==> config.mk <==
export PLATFORM = sky130hd
export DESIGN_NAME = uart_tx
export DESIGN_NICKNAME = d
export VERILOG_FILES = /design/src/rtl/uart_pkg.sv /design/src/rtl/uart_tx.sv
export SDC_FILE = /design/constraint.sdc
export NUM_CORES = 1
export LEC_CHECK = 0
export BUFFER_PORTS_ARGS = -buffer_cell sky130_fd_sc_hd__buf_2
export CORE_UTILIZATION = 45
export DETAILED_ROUTE_END_ITERATION = 6
export HOLD_SLACK_MARGIN = 0.03
export SYNTH_ARGS = -nofsm -noshare
export SYNTH_HDL_FRONTEND = slang
export SYNTH_SLANG_ARGS = --single-unit
==> constraint.sdc <==
create_clock -name clock -period 3.6 [get_ports clock]
set_input_delay 0.54 -clock clock [delete_from_list [all_inputs] [get_ports clock]]
set_output_delay 0.54 -clock clock [all_outputs]
set_load 0.01 [all_outputs]
==> src/rtl/uart_pkg.sv <==
// Shared UART definitions: transmitter state encoding, parity modes and the
// parity helper used by both the transmitter and a parity-aware receiver.
package uart_pkg;

    typedef enum logic [2:0] {
        IDLE       = 3'd0,
        START      = 3'd1,
        DATA       = 3'd2,
        PARITY_BIT = 3'd3,
        STOP       = 3'd4
    } uart_tx_state_t;

    localparam int UART_PARITY_NONE = 0;
    localparam int UART_PARITY_ODD  = 1;
    localparam int UART_PARITY_EVEN = 2;

    // Widest data word any UART in the codebase carries; narrower words are
    // zero-extended, which leaves the XOR reduction unchanged.
    localparam int UART_MAX_BITS = 9;

    // Parity bit to append for the given mode: odd makes the total count of
    // ones odd, even makes it even, none yields 0.
    function automatic logic uart_parity(input logic [UART_MAX_BITS-1:0] data,
                                         input int mode);
        logic result;
        case (mode)
            UART_PARITY_ODD:  result = ~(^data);
            UART_PARITY_EVEN: result = ^data;
            default:          result = 1'b0;
        endcase
        return result;
    endfunction

endpackage

==> src/rtl/uart_tx.sv <==
// UART transmitter: accepts one word per valid/ready handshake and sends it
// LSB first as start bit, data bits, optional parity bit and 1 or 2 stop
// bits on a registered, glitch-free tx line. Back-to-back words are sent
// without an idle gap by accepting the next word in the last stop cycle.
module uart_tx
    import uart_pkg::*;
#(
    parameter int NUMBER_OF_BITS = 8,
    parameter int BAUD_DIVIDER   = 4,
    parameter int PARITY         = 0,
    parameter int STOP_BITS      = 1
) (
    input  logic                      clock,
    input  logic                      reset,
    input  logic                      data_valid,
    output logic                      data_ready,
    input  logic [NUMBER_OF_BITS-1:0] data_bits,
    output logic                      tx,
    output logic                      busy
);

    localparam int RATE_CLOG = $clog2(STOP_BITS * BAUD_DIVIDER);
    localparam int RATE_W    = (RATE_CLOG < 1) ? 1 : RATE_CLOG;
    localparam int BIT_CLOG  = $clog2(NUMBER_OF_BITS);
    localparam int BIT_W     = (BIT_CLOG < 1) ? 1 : BIT_CLOG;

    localparam logic [RATE_W-1:0] BAUD_RELOAD = RATE_W'(BAUD_DIVIDER - 1);
    localparam logic [RATE_W-1:0] STOP_RELOAD = RATE_W'(STOP_BITS * BAUD_DIVIDER - 1);
    localparam logic [BIT_W-1:0]  BIT_RELOAD  = BIT_W'(NUMBER_OF_BITS - 1);

    // Illegal parameter combinations stop elaboration.
    if (NUMBER_OF_BITS < 5 || NUMBER_OF_BITS > UART_MAX_BITS) begin : g_bad_bits
        $fatal(1, "uart_tx: NUMBER_OF_BITS must be 5..9");
    end
    if (BAUD_DIVIDER < 2) begin : g_bad_baud
        $fatal(1, "uart_tx: BAUD_DIVIDER must be at least 2");
    end
    if (PARITY < UART_PARITY_NONE || PARITY > UART_PARITY_EVEN) begin : g_bad_parity
        $fatal(1, "uart_tx: PARITY must be 0, 1 or 2");
    end
    if (STOP_BITS < 1 || STOP_BITS > 2) begin : g_bad_stop
        $fatal(1, "uart_tx: STOP_BITS must be 1 or 2");
    end

    uart_tx_state_t              state_q,    state_d;
    logic [RATE_W-1:0]           rate_q,     rate_d;
    logic [BIT_W-1:0]            bit_cnt_q,  bit_cnt_d;
    logic [NUMBER_OF_BITS-1:0]   shift_q,    shift_d;
    logic                        parity_q,   parity_d;
    logic                        tx_q,       tx_d;
    logic                        busy_q,     busy_d;

    logic                        rate_zero_s;
    logic                        ready_s;
    logic                        handshake_s;
    logic [UART_MAX_BITS-1:0]    par_data_s;

    // Handshake qualification: ready in IDLE or the final stop cycle, never in reset.
    always_comb begin
        par_data_s = {UART_MAX_BITS{1'b0}};
        par_data_s[NUMBER_OF_BITS-1:0] = data_bits;
        rate_zero_s = (rate_q == {RATE_W{1'b0}});
        if (reset) begin
            ready_s = 1'b0;
        end else if (state_q == IDLE) begin
            ready_s = 1'b1;
        end else if ((state_q == STOP) && rate_zero_s) begin
            ready_s = 1'b1;
        end else begin
            ready_s = 1'b0;
        end
        handshake_s = data_valid & ready_s;
    end

    // Next-state, counter, shift-register and line-level computation.
    always_comb begin
        state_d   = state_q;
        rate_d    = rate_q;
        bit_cnt_d = bit_cnt_q;
        shift_d   = shift_q;
        parity_d  = parity_q;
        tx_d      = tx_q;
        busy_d    = busy_q;

        case (state_q)
            IDLE: begin
                if (handshake_s) begin
                    state_d  = START;
                    rate_d   = BAUD_RELOAD;
                    shift_d  = data_bits;
                    parity_d = uart_parity(par_data_s, PARITY);
                    tx_d     = 1'b0;
                    busy_d   = 1'b1;
                end else begin
                    tx_d   = 1'b1;
                    busy_d = 1'b0;
                end
            end
            START: begin
                if (rate_zero_s) begin
                    state_d   = DATA;
                    rate_d    = BAUD_RELOAD;
                    bit_cnt_d = BIT_RELOAD;
                    tx_d      = shift_q[0];
                end else begin
                    rate_d = rate_q - RATE_W'(1);
                end
            end
            DATA: begin
                if (rate_zero_s) begin
                    shift_d = shift_q >> 1;
                    if (bit_cnt_q == {BIT_W{1'b0}}) begin
                        if (PARITY != UART_PARITY_NONE) begin
                            state_d = PARITY_BIT;
                            rate_d  = BAUD_RELOAD;
                            tx_d    = parity_q;
                        end else begin
                            state_d = STOP;
                            rate_d  = STOP_RELOAD;
                            tx_d    = 1'b1;
                        end
                    end else begin
                        rate_d    = BAUD_RELOAD;
                        bit_cnt_d = bit_cnt_q - BIT_W'(1);
                        tx_d      = shift_q[1];
                    end
                end else begin
                    rate_d = rate_q - RATE_W'(1);
                end
            end
            PARITY_BIT: begin
                if (rate_zero_s) begin
                    state_d = STOP;
                    rate_d  = STOP_RELOAD;
                    tx_d    = 1'b1;
                end else begin
                    rate_d = rate_q - RATE_W'(1);
                end
            end
            STOP: begin
                if (!rate_zero_s) begin
                    rate_d = rate_q - RATE_W'(1);
                end else if (handshake_s) begin
                    // Next word starts straight away: no idle cycle between frames.
                    state_d  = START;
                    rate_d   = BAUD_RELOAD;
                    shift_d  = data_bits;
                    parity_d = uart_parity(par_data_s, PARITY);
                    tx_d     = 1'b0;
                    busy_d   = 1'b1;
                end else begin
                    state_d = IDLE;
                    tx_d    = 1'b1;
                    busy_d  = 1'b0;
                end
            end
            default: begin
                state_d   = IDLE;
                rate_d    = {RATE_W{1'b0}};
                bit_cnt_d = {BIT_W{1'b0}};
                tx_d      = 1'b1;
                busy_d    = 1'b0;
            end
        endcase
    end

    // State, counters, shift register and registered outputs; reset aborts any frame.
    always_ff @(posedge clock) begin
        if (reset) begin
            state_q   <= IDLE;
            rate_q    <= {RATE_W{1'b0}};
            bit_cnt_q <= {BIT_W{1'b0}};
            shift_q   <= {NUMBER_OF_BITS{1'b0}};
            parity_q  <= 1'b0;
            tx_q      <= 1'b1;
            busy_q    <= 1'b0;
        end else begin
            state_q   <= state_d;
            rate_q    <= rate_d;
            bit_cnt_q <= bit_cnt_d;
            shift_q   <= shift_d;
            parity_q  <= parity_d;
            tx_q      <= tx_d;
            busy_q    <= busy_d;
        end
    end

    assign data_ready = ready_s;
    assign tx         = tx_q;
    assign busy       = busy_q;

endmodule

==> metrics.md, run 1 <==
| Metric | Value |
|---|---|
| Status | complete, no violations |
| Area Overhead vs Synth | 8.22% |
| Register bit total from synthesis | 18 |
| Layout cell share with drive strength beyond 1 | 14.6% |
| Setup WS post-layout | 1.40 ns |
| Clock tree from TritonCTS | yes |
| Hold Crit Class | flip-flop to flip-flop |
| Worst setup SP type | flip-flop |
| Final std cells w/o fill | 172 |
| WP buf/inv | 1 |
| Post-DP HPWL | 1570 um |
| Max-Cap Viols | 0 |
| Met2 Use GR | between 30% and 40% |
| H-Tree Depth | 1 |
| Slowest stage delay, CP | approximately 0.58 ns |
| Post-synth ARST share | 0% |
| Highest Clock Rate | 455 MHz |
| RSZ-0062 raised after global routing | no |
| Reg area | 360 um2 |
| Crit path kind | flip-flop to primary output |
| Vias in the first global route | 891 |
| Initial antenna violation count | 0 |
| Antenna viol nets, final | 0 |
| CP top delay family | simple AND/OR/NAND/NOR gates |
| Post-synthesis sequential area ratio | 32.9% |
| Final core utilization | 52.6% |
| Core Footprint | 0.00225 mm2 |
| CTS hold repair buffers | 0 |
| First-pass DRT Iterations | 4 |
| Final period util | 61.1% |
| Clock-pin transition on the worst setup and hold timing paths | 0.11 ns |
| Syn. warnings | 0 |
| Total grt overflow | 0 |
| Final setup vio count | 0 |
| Critical Path AT | 1.66 ns |
| EDFF count, synth | 0 |
| Remaining DRCs | 0 |
| Peak VDD IR | 0.240 mV |
| Least-Margin Pin Slew | 0.796 ns |
| Multi-input gate area | 659 um2 |
| DP Area | 0.00115 mm2 |
| Total Power | 0.498 mW |
| CP max FO | 30 |
| Largest area contributor in the netlist | dfxtp_1 |
| Clk_lat worst skew | 0.29 ns |
| Worst slack, placed | 1.57 ns |
| Syn Inst Count | 137 |
| Final hold violation count | 0 |
| Synth cell types | 37 |
| WL/cell | 13.4 um |
| Ant. Diodes | 0 |
| Detailed Route WL | ~2300 um |
| M3 GR Usage | 3.57% |
| First-pass GRT wire length | 4060 um |
| Met1 global-route usage | 28.8% |
| PwrDens | 420 mW/mm2 |
| Final hold slack | between 0.4 and 0.5 ns |
| Root buf cell | clkbuf_4 |
| Slew HR | 46.8% |
| CP max-delay cell | dfxtp_1 |
| Inst Count DP | 168 |
| Setup Buffers After CTS | 0 |
| Fill cell count | ~240 |
| Post-synth top flop | dfxtp_1 |
| CTS resizes | 0 |
| Final Instance Area | 0.00119 mm2 |
| Post-synth top area share | around a third |
| Syn Nets | 152 |
| Vias | a little under 1k |
| Mapped Area | roughly 0.0011 mm2 |
| CTS Sinks | 18 |
| Largest net degree at the start of global routing | 31 |
| Nets | 160 |
| Leak | 0.506 nW |
| Critical-path cell list | or2_2 > nor3_1 > buf_2 |
| Clock buffer depth | 2 |
| Tmin final | 2.20 ns |
| Die Width | between 50 and 60 um |
| Grt peak-use layer | met2 |
| Setup crit end kind | primary output |
| CP Data Required Time | about 3 ns |
| CTS Buf Count | 3 |
| Starting density of the core | 48.6% |
| # port buffers | 13 |
| Vias per std cell | 5.70 |
| Syn Area/Cell | 8.00 um2 |
| Final setup TNS | 0 ns |
| Die H | 51.4 um |
| Initial DRC Count | 37 |
| Die area | around 0.0026 mm2 |
| Top cells by area, synth | dfxtp_1 33%, a21oi_1 6.8%, mux2i_1 6.4%, o21ai_0 5.9%, or3_1 5.1% |
| Row count | 17 |
| Skew final | 0.00515 ns |
| Final-report max-slew violation count | 0 |
| I/O pin cnt | 14 |
| GRT Util Overall | about 20% |
| Routability-driven placement congestion ratio | 0.790 |
## Yosys cell counts, drive strengths merged, types with 3 or more instances
library cell,instances
ha,4
nor2,8
dfxtp,18
nand2,4
or3,9
nor3,5
o21ai,13
clkbuf,8
nor2b,3
inv,8
a21oi,15
nand2b,5
a21o,3
mux2i,7
## cell usage in the layout (no fill, tap or decap), drive strengths merged, types with 3 or more instances in the layout
cell type	count
dfxtp	18
a21oi	15
o21ai	13
buf	13
or3	9
inv	8
nor2	8
mux2i	7
nor3	5
nand2b	5
nand2	4
ha	4
clkbuf	4
a21o	3
nor2b	3
## state kept, by name, summed over array words and instances (netlist names)
register,cells
bit_cnt_q,3
state_q,3
tx,1
shift_q,8
busy,1
rate_q,2
## where the power goes
part / switching [mW] / internal, mW
Sequential: 0.0218 / 0.218
Clock: 0.0649 / 0.0616
Combinational: 0.0736 / 0.0590
## cell type report
type / count / area share (%)
multi-input combinational: 101 / 55.6
tap: 28 / 2.95
sequential: 18 / 30.4
clock buffer: 4 / 3.06
inverter: 8 / 2.53
timing repair buffer: 13 / 5.49
## cells by family after synthesis
family | count (synthesis) | synth area share (%)
AO/OA/AOI/OAI | 45 | 25.3
adder cells (fa/ha/maj) | 4 | 4.57
buffers and inverters | 18 | 6.96
flip-flops | 18 | 32.9
multiplexers | 7 | 6.39
AND/OR/NAND/NOR | 45 | 23.9
## worst paths after layout
| check | startpoint | end | slack, ns | cells past startpoint |
|---|---|---|---|---|
| worst max-delay path | state_q[0] | data_ready | 1.40 | 3 |
| worst min-delay path | shift_q[0] | shift_q[0] | 0.48 | 2 |
| worst max register to register | rate_q[0] | shift_q[5] | 1.56 | 6 |
| worst min register to register | shift_q[0] | shift_q[0] | 0.48 | 2 |
## per-layer routing
layer	routed length, um	vias to the layer above
met5	0	-
met4	14	0
met3	89	2
met2	1080	17
met1	1120	452
li1	-	510
## tightest hold or removal path: stages, from the launching register on
cell,delay (ns)
dfxtp_1,0.32
o21ai_0,0.06
a21oi_1,0.06
Note: power is estimated with default switching activity, not from simulation.
==> run 2, diff against run 1 <==
- clock period: 3.6 -> 2.04 ns (I/O delays scaled with it)
==> run 2 against run 1 <==
Compared with the run above:
- global-route usage grew 1.5 points
- clock power grew 79%
- utilization grew 1.7 points
- die area is the same
- setup slack lost 1.2 ns
- critical path depth grew 1
- via count grew 1.1%
- count of clock-buffer cells in the layout is the same
- sequential power grew 68%
- non-clock buffer count grew 5
- worst hold slack lost 0.15 ns
- sequential cell count is the same
==> metrics.md, run 2 (synthesized netlist as in run 1, its figures left out) <==
| Metric | Value |
|---|---|
| Commonest non-fill, non-tap cell in the layout | dfxtp_1 |
| Largest Register | shift_q |
| Met1 global-route usage | between 20 and 30% |
| Largest regs | shift_q (8), bit_cnt_q (3), state_q (3) |
| Initial antenna violation count | 0 |
| Largest net degree at the start of global routing | 30 |
| Antenna viol nets, final | 0 |
| Most frequent cells in the layout | 18 x dfxtp_1, 15 x a21oi_1, 13 x o21ai_0, 13 x buf_2, 9 x or3_1 |
| H-Tree Depth | 1 |
| Detailed Route WL | 2450 um |
| Die H | between 50 and 60 um |
| Clock-pin transition on the worst setup and hold timing paths | 0.12 ns |
| Starting density of the core | 48.6% |
| Skew final | 0.0177 ns |
| Slew HR | 65.4% |
| # port buffers | 13 |
| Final period util | 89.0% |
| Setup Buffers After CTS | 0 |
| Fill cell count | ~230 |
| Slowest stage delay, CP | ~0.35 ns |
| Final Instance Area | around 0.0012 mm2 |
| Nets | 165 |
| CTS hold repair buffers | 0 |
| Layout cell share with drive strength beyond 1 | around 17% |
| Final setup vio count | 0 |
| Peak VDD IR | between 0.4 and 0.5 mV |
| WL/cell | 13.8 um |
| Final-report max-slew violation count | 0 |
| Worst setup SP type | flip-flop |
| Row count | 17 |
| Status | complete, no violations |
| Clock buffer depth | 2 |
| CP max FO | 29 |
| Vias per std cell | 5.60 |
| Routability-driven placement congestion ratio | 0.729 |
| Total grt overflow | 0 |
| Ant. Diodes | 0 |
| Max FFs per register | 8 |
| Setup crit end kind | primary output |
| Clock tree from TritonCTS | yes |
| First-pass DRT Iterations | 4 |
| CTS resizes | 0 |
| PwrDens | 736 mW/mm2 |
| Hold Crit Class | input port to flip-flop |
| Leak | 0.531 nW |
| CP Data Required Time | between 1.5 and 2 ns |
| Least-Margin Pin Slew | 0.517 ns |
| DP Area | approximately 0.0012 mm2 |
| Die area | about 0.0026 mm2 |
| Crit path kind | flip-flop to primary output |
| Final core utilization | 54.3% |
| Initial DRC Count | 5 |
| Met2 Use GR | 38.2% |
| I/O pin cnt | 14 |
| Grt peak-use layer | met2 |
| Vias | 992 |
| Critical-path cell list | buf_4 > or2_2 > nor3_1 > buf_2 |
| CP max-delay cell | or2_2 |
| Area Overhead vs Synth | 11.6% |
| RSZ-0062 raised after global routing | no |
| Vias in the first global route | 983 |
| Die Width | 51.4 um |
| First-pass GRT wire length | 4280 um |
| Final hold violation count | 0 |
| CTS Sinks | 18 |
| Tmin final | 1.82 ns |
| Highest Clock Rate | between 500 and 600 MHz |
| Remaining DRCs | 0 |
| M3 GR Usage | ~6.5% |
| Post-DP HPWL | 1710 um |
| Root buf cell | clkbuf_4 |
| Critical Path AT | 1.51 ns |
| Final setup TNS | 0 ns |
| Max-Cap Viols | 0 |
| GRT Util Overall | 21.8% |
| Final hold slack | ~0.33 ns |
| Core Footprint | 0.00225 mm2 |
| Clk_lat worst skew | a little over 0.3 ns |
| CTS Buf Count | 3 |
## run 2: cell count changes in the layout (fill, tap and decap cells not counted)
cell / change
buf_4: +5
## run 2: stage by stage
stage                     worst slack, ns  power, mW  std cells
after floorplan                     0.400      0.610        137
after global placement              0.356      0.674        173
after detailed placement            0.304      0.681        173
after CTS                           0.222      0.905        177
after global routing                0.110      0.960        177
final                               0.225      0.900        177
## run 2: layer usage
metal,up-vias,wire length (um)
met1,459,1230
li1,518,-
met4,0,23
met5,-,0
met3,5,69
met2,10,1130
## run 2: worst paths after layout
check / startpoint / to / slack (ns) / cells after the start
worst max-delay path: state_q[0] / data_ready / 0.22 / 4
worst min-delay path: data_bits[7] / shift_q[7] / 0.33 / 4
worst max register to register: rate_q[0] / shift_q[3] / 0.25 / 7
worst min register to register: busy / busy / 0.48 / 2
## run 2: final cells by class
| type | instances | area (um2) | area share (%) |
|---|---|---|---|
| multi-input combinational | 101 | 659 | 53.9 |
| timing repair buffer | 18 | 103 | 8.38 |
| inverter | 8 | 30.0 | 2.45 |
| clock buffer | 4 | 36.3 | 2.97 |
| tap | 28 | 35.0 | 2.86 |
| sequential | 18 | 360 | 29.4 |
## run 2: where the power goes
part | switching (mW) | leakage [nW] | internal, mW
clock | 0.116 | 0.0210 | 0.109
combinational | 0.158 | 0.363 | 0.116
sequential | 0.0180 | 0.147 | 0.384
total | 0.292 | 0.531 | 0.608
## run 2: worst max-delay path: cells and delay by family, from the launching register on
family / cells / cell delay [ns]
buffers and inverters: 2 / 0.35
DFF: 1 / 0.33
and+or+nand+nor: 2 / 0.52
==> run 3, diff against run 2 <==
- PLACE_DENSITY: default -> 0.67
- clock period: 2.04 -> 1.66 ns (I/O delays scaled with it)
==> run 3 against run 2 <==
Compared with the run above:
- register-to-register slack got worse by 0.20 ns
- critical path depth rose by 2
- sequential cell count stayed put
- routed wire length up 3.5%
- first-iteration DRC count grew to 6.0 times the previous value
- clock power shrank 5%
- count of clock-buffer cells in the layout decreased by 1
- critical path type is now flip-flop to flip-flop
- largest cell class unchanged
- largest power group unchanged
- highest routed layer unchanged
==> metrics.md, run 3 (synthesized netlist as in run 1, its figures left out) <==
| Metric | Value |
|---|---|
| Largest regs | shift_q (8), bit_cnt_q (3), state_q (3) |
| Setup WS post-layout | 0.0457 ns |
| Final core utilization | 59.5% |
| Core Footprint | 0.00225 mm2 |
| Setup crit end kind | flip-flop |
| PwrDens | 826 mW/mm2 |
| Hold Crit Class | input port to flip-flop |
| Hold path startpoint | data_valid |
| Initial DRC Count | 30 |
| Final hold slack | between 0.2 and 0.3 ns |
| Highest Clock Rate | 619 MHz |
| Layout cell share with drive strength beyond 1 | 29.9% |
| Initial antenna violation count | 0 |
| DR WL met3 | 69 um |
| CTS Buf Count | 3 |
| Die Width | 51.4 um |
| Clock-pin transition on the worst setup and hold timing paths | 0.10 ns |
| Final hold violation count | 0 |
| Worst setup SP type | flip-flop |
| Root buf cell | clkbuf_4 |
| First-pass GRT wire length | approximately 4200 um |
| Critical-path cell list | inv_2 > ha_2 > or3b_2 > a21o_1 > and2_4 > o31ai_1 |
| Vias in the first global route | 962 |
| CP top delay family | simple AND/OR/NAND/NOR gates |
| GRT Util Overall | about a fifth |
| Status | complete, no violations |
| Hold Path Depth | 3 |
| Max-Cap Viols | 0 |
| Antenna viol nets, final | 0 |
| Worst-case reg-to-reg path depth | 6 |
| Commonest non-fill, non-tap cell in the layout | a21oi_1 |
| Post-DP HPWL | 1700 um |
| WP buf/inv | 1 |
| Final period util | between 90% and 100% |
| Max FFs per register | 8 |
| Vias | about 1.1k |
| # port buffers | 13 |
| Least-Margin Pin Slew | 0.461 ns |
| Die H | roughly 50 um |
| R2R Path Start | bit_cnt_q[0] |
| Crit path depth | 6 |
| Largest net degree at the start of global routing | 30 |
| Top Layer Used | met4 |
| Total Power | 1.11 mW |
| Clock buffer depth | 2 |
| CP max-delay cell | or3b_2 |
| DP Area | roughly 0.0012 mm2 |
| Critical Path AT | roughly 1.8 ns |
| Met2 WL | 1230 um |
| Leak | 0.582 nW |
| Final setup vio count | 0 |
| Hold EP | busy |
| Starting density of the core | 48.6% |
| CP Data Required Time | around 1.9 ns |
| Crit path kind | flip-flop to flip-flop |
| Worst slack, placed | -0.0316 ns |
| Area Overhead vs Synth | 22.4% |
| Largest Register | shift_q |
| R2R setup slack | 0.05 ns |
| Clk_lat worst skew | 0.29 ns |
| Die area | 0.00264 mm2 |
| CP max FO | 3 |
| Ant. Diodes | 0 |
| Final Instance Area | 0.00134 mm2 |
| Clock tree from TritonCTS | yes |
| Skew final | around 0.0038 ns |
| WL/cell | between 10 and 15 um |
| Nets | between 150 and 200 |
| First-pass DRT Iterations | 4 |
| Final-report max-slew violation count | 0 |
| Wire length on met1 | 1200 um |
| Row count | 17 |
| Fill cell count | about 230 |
| CTS hold repair buffers | 0 |
| Routability-driven placement congestion ratio | 0.819 |
| Slew HR | between 60% and 70% |
| Total grt overflow | 0 |
| I/O pin cnt | 14 |
| Most frequent cells in the layout | 15 x a21oi_1, 14 x dfxtp_1, 13 x buf_2, 12 x o21ai_0, 10 x buf_4 |
| Slowest stage delay, CP | 0.43 ns |
| R2r endpoint | bit_cnt_q[0] |
| Tmin final | 1.61 ns |
| H-Tree Depth | 1 |
| Vias per std cell | 5.78 |
| Peak VDD IR | 0.545 mV |
| Detailed Route WL | 2530 um |
| Remaining DRCs | 0 |
| CTS Sinks | 18 |
## run 3: cell count changes in the layout (fill, tap and decap cells not counted), moves of 2 or more
cell / before / now
dfxtp_2: 0 / 4
ha_1: 4 / 2
buf_4: 5 / 10
inv_1: 8 / 4
inv_2: 0 / 4
buf_6: 0 / 2
dfxtp_1: 18 / 14
## run 3: worst max-delay path by stage
| stage | from | to | slack, ns |
|---|---|---|---|
| floorplan | rate_q[0] | shift_q[6] | 0.02 |
| global placement | rate_q[1] | shift_q[0] | 0.03 |
| detailed placement | rate_q[1] | shift_q[5] | -0.03 |
| CTS | bit_cnt_q[0] | bit_cnt_q[2] | 0.02 |
| global route | bit_cnt_q[0] | bit_cnt_q[0] | -0.05 |
| finish | bit_cnt_q[0] | bit_cnt_q[0] | 0.05 |
## run 3: metal layers
metal	GRT usage, %	up-vias
met1	28.5	498
met2	33.8	22
li1	-	545
met3	3.57	4
met4	8.11	0
met5	0	-
## run 3: per-stage QoR
step           instances  TNS, ns
2_1_floorplan        137        0
3_3_place_gp         180        0
3_5_place_dp         180   -0.135
4_1_cts              183        0
5_1_grt              185  -0.0582
6_report             185        0
## run 3: power breakdown
group / internal, mW / switching [mW] / total [mW]
logic: 0.188 / 0.207 / 0.395
clock network: 0.0843 / 0.130 / 0.214
registers: 0.474 / 0.0239 / 0.497
## run 3: area by class of cell
| class | instances | area, um2 | share of cell area, % |
|---|---|---|---|
| multi-input cells | 102 | 706 | 52.6 |
| flip-flops and latches | 18 | 365 | 27.2 |
| repair buffers | 26 | 183 | 13.6 |
| well taps | 28 | 35.0 | 2.61 |
| inverters | 8 | 30.0 | 2.24 |
| clock buffers | 3 | 22.5 | 1.68 |
## run 3: timing repair
action                     4_1_cts  5_1_grt
gates resized for setup          9       14
pin swaps                        0        4
setup endpoints to repair        9       13
cloned                           0        1
hold endpoints to repair         0        0
buffers inserted                 0        1
## run 3: worst register-to-register path: stages, from the launching register on
cell,delay (ns)
dfxtp_2,0.33
inv_2,0.05
ha_2,0.16
or3b_2,0.43
a21o_1,0.18
and2_4,0.15
o31ai_1,0.22
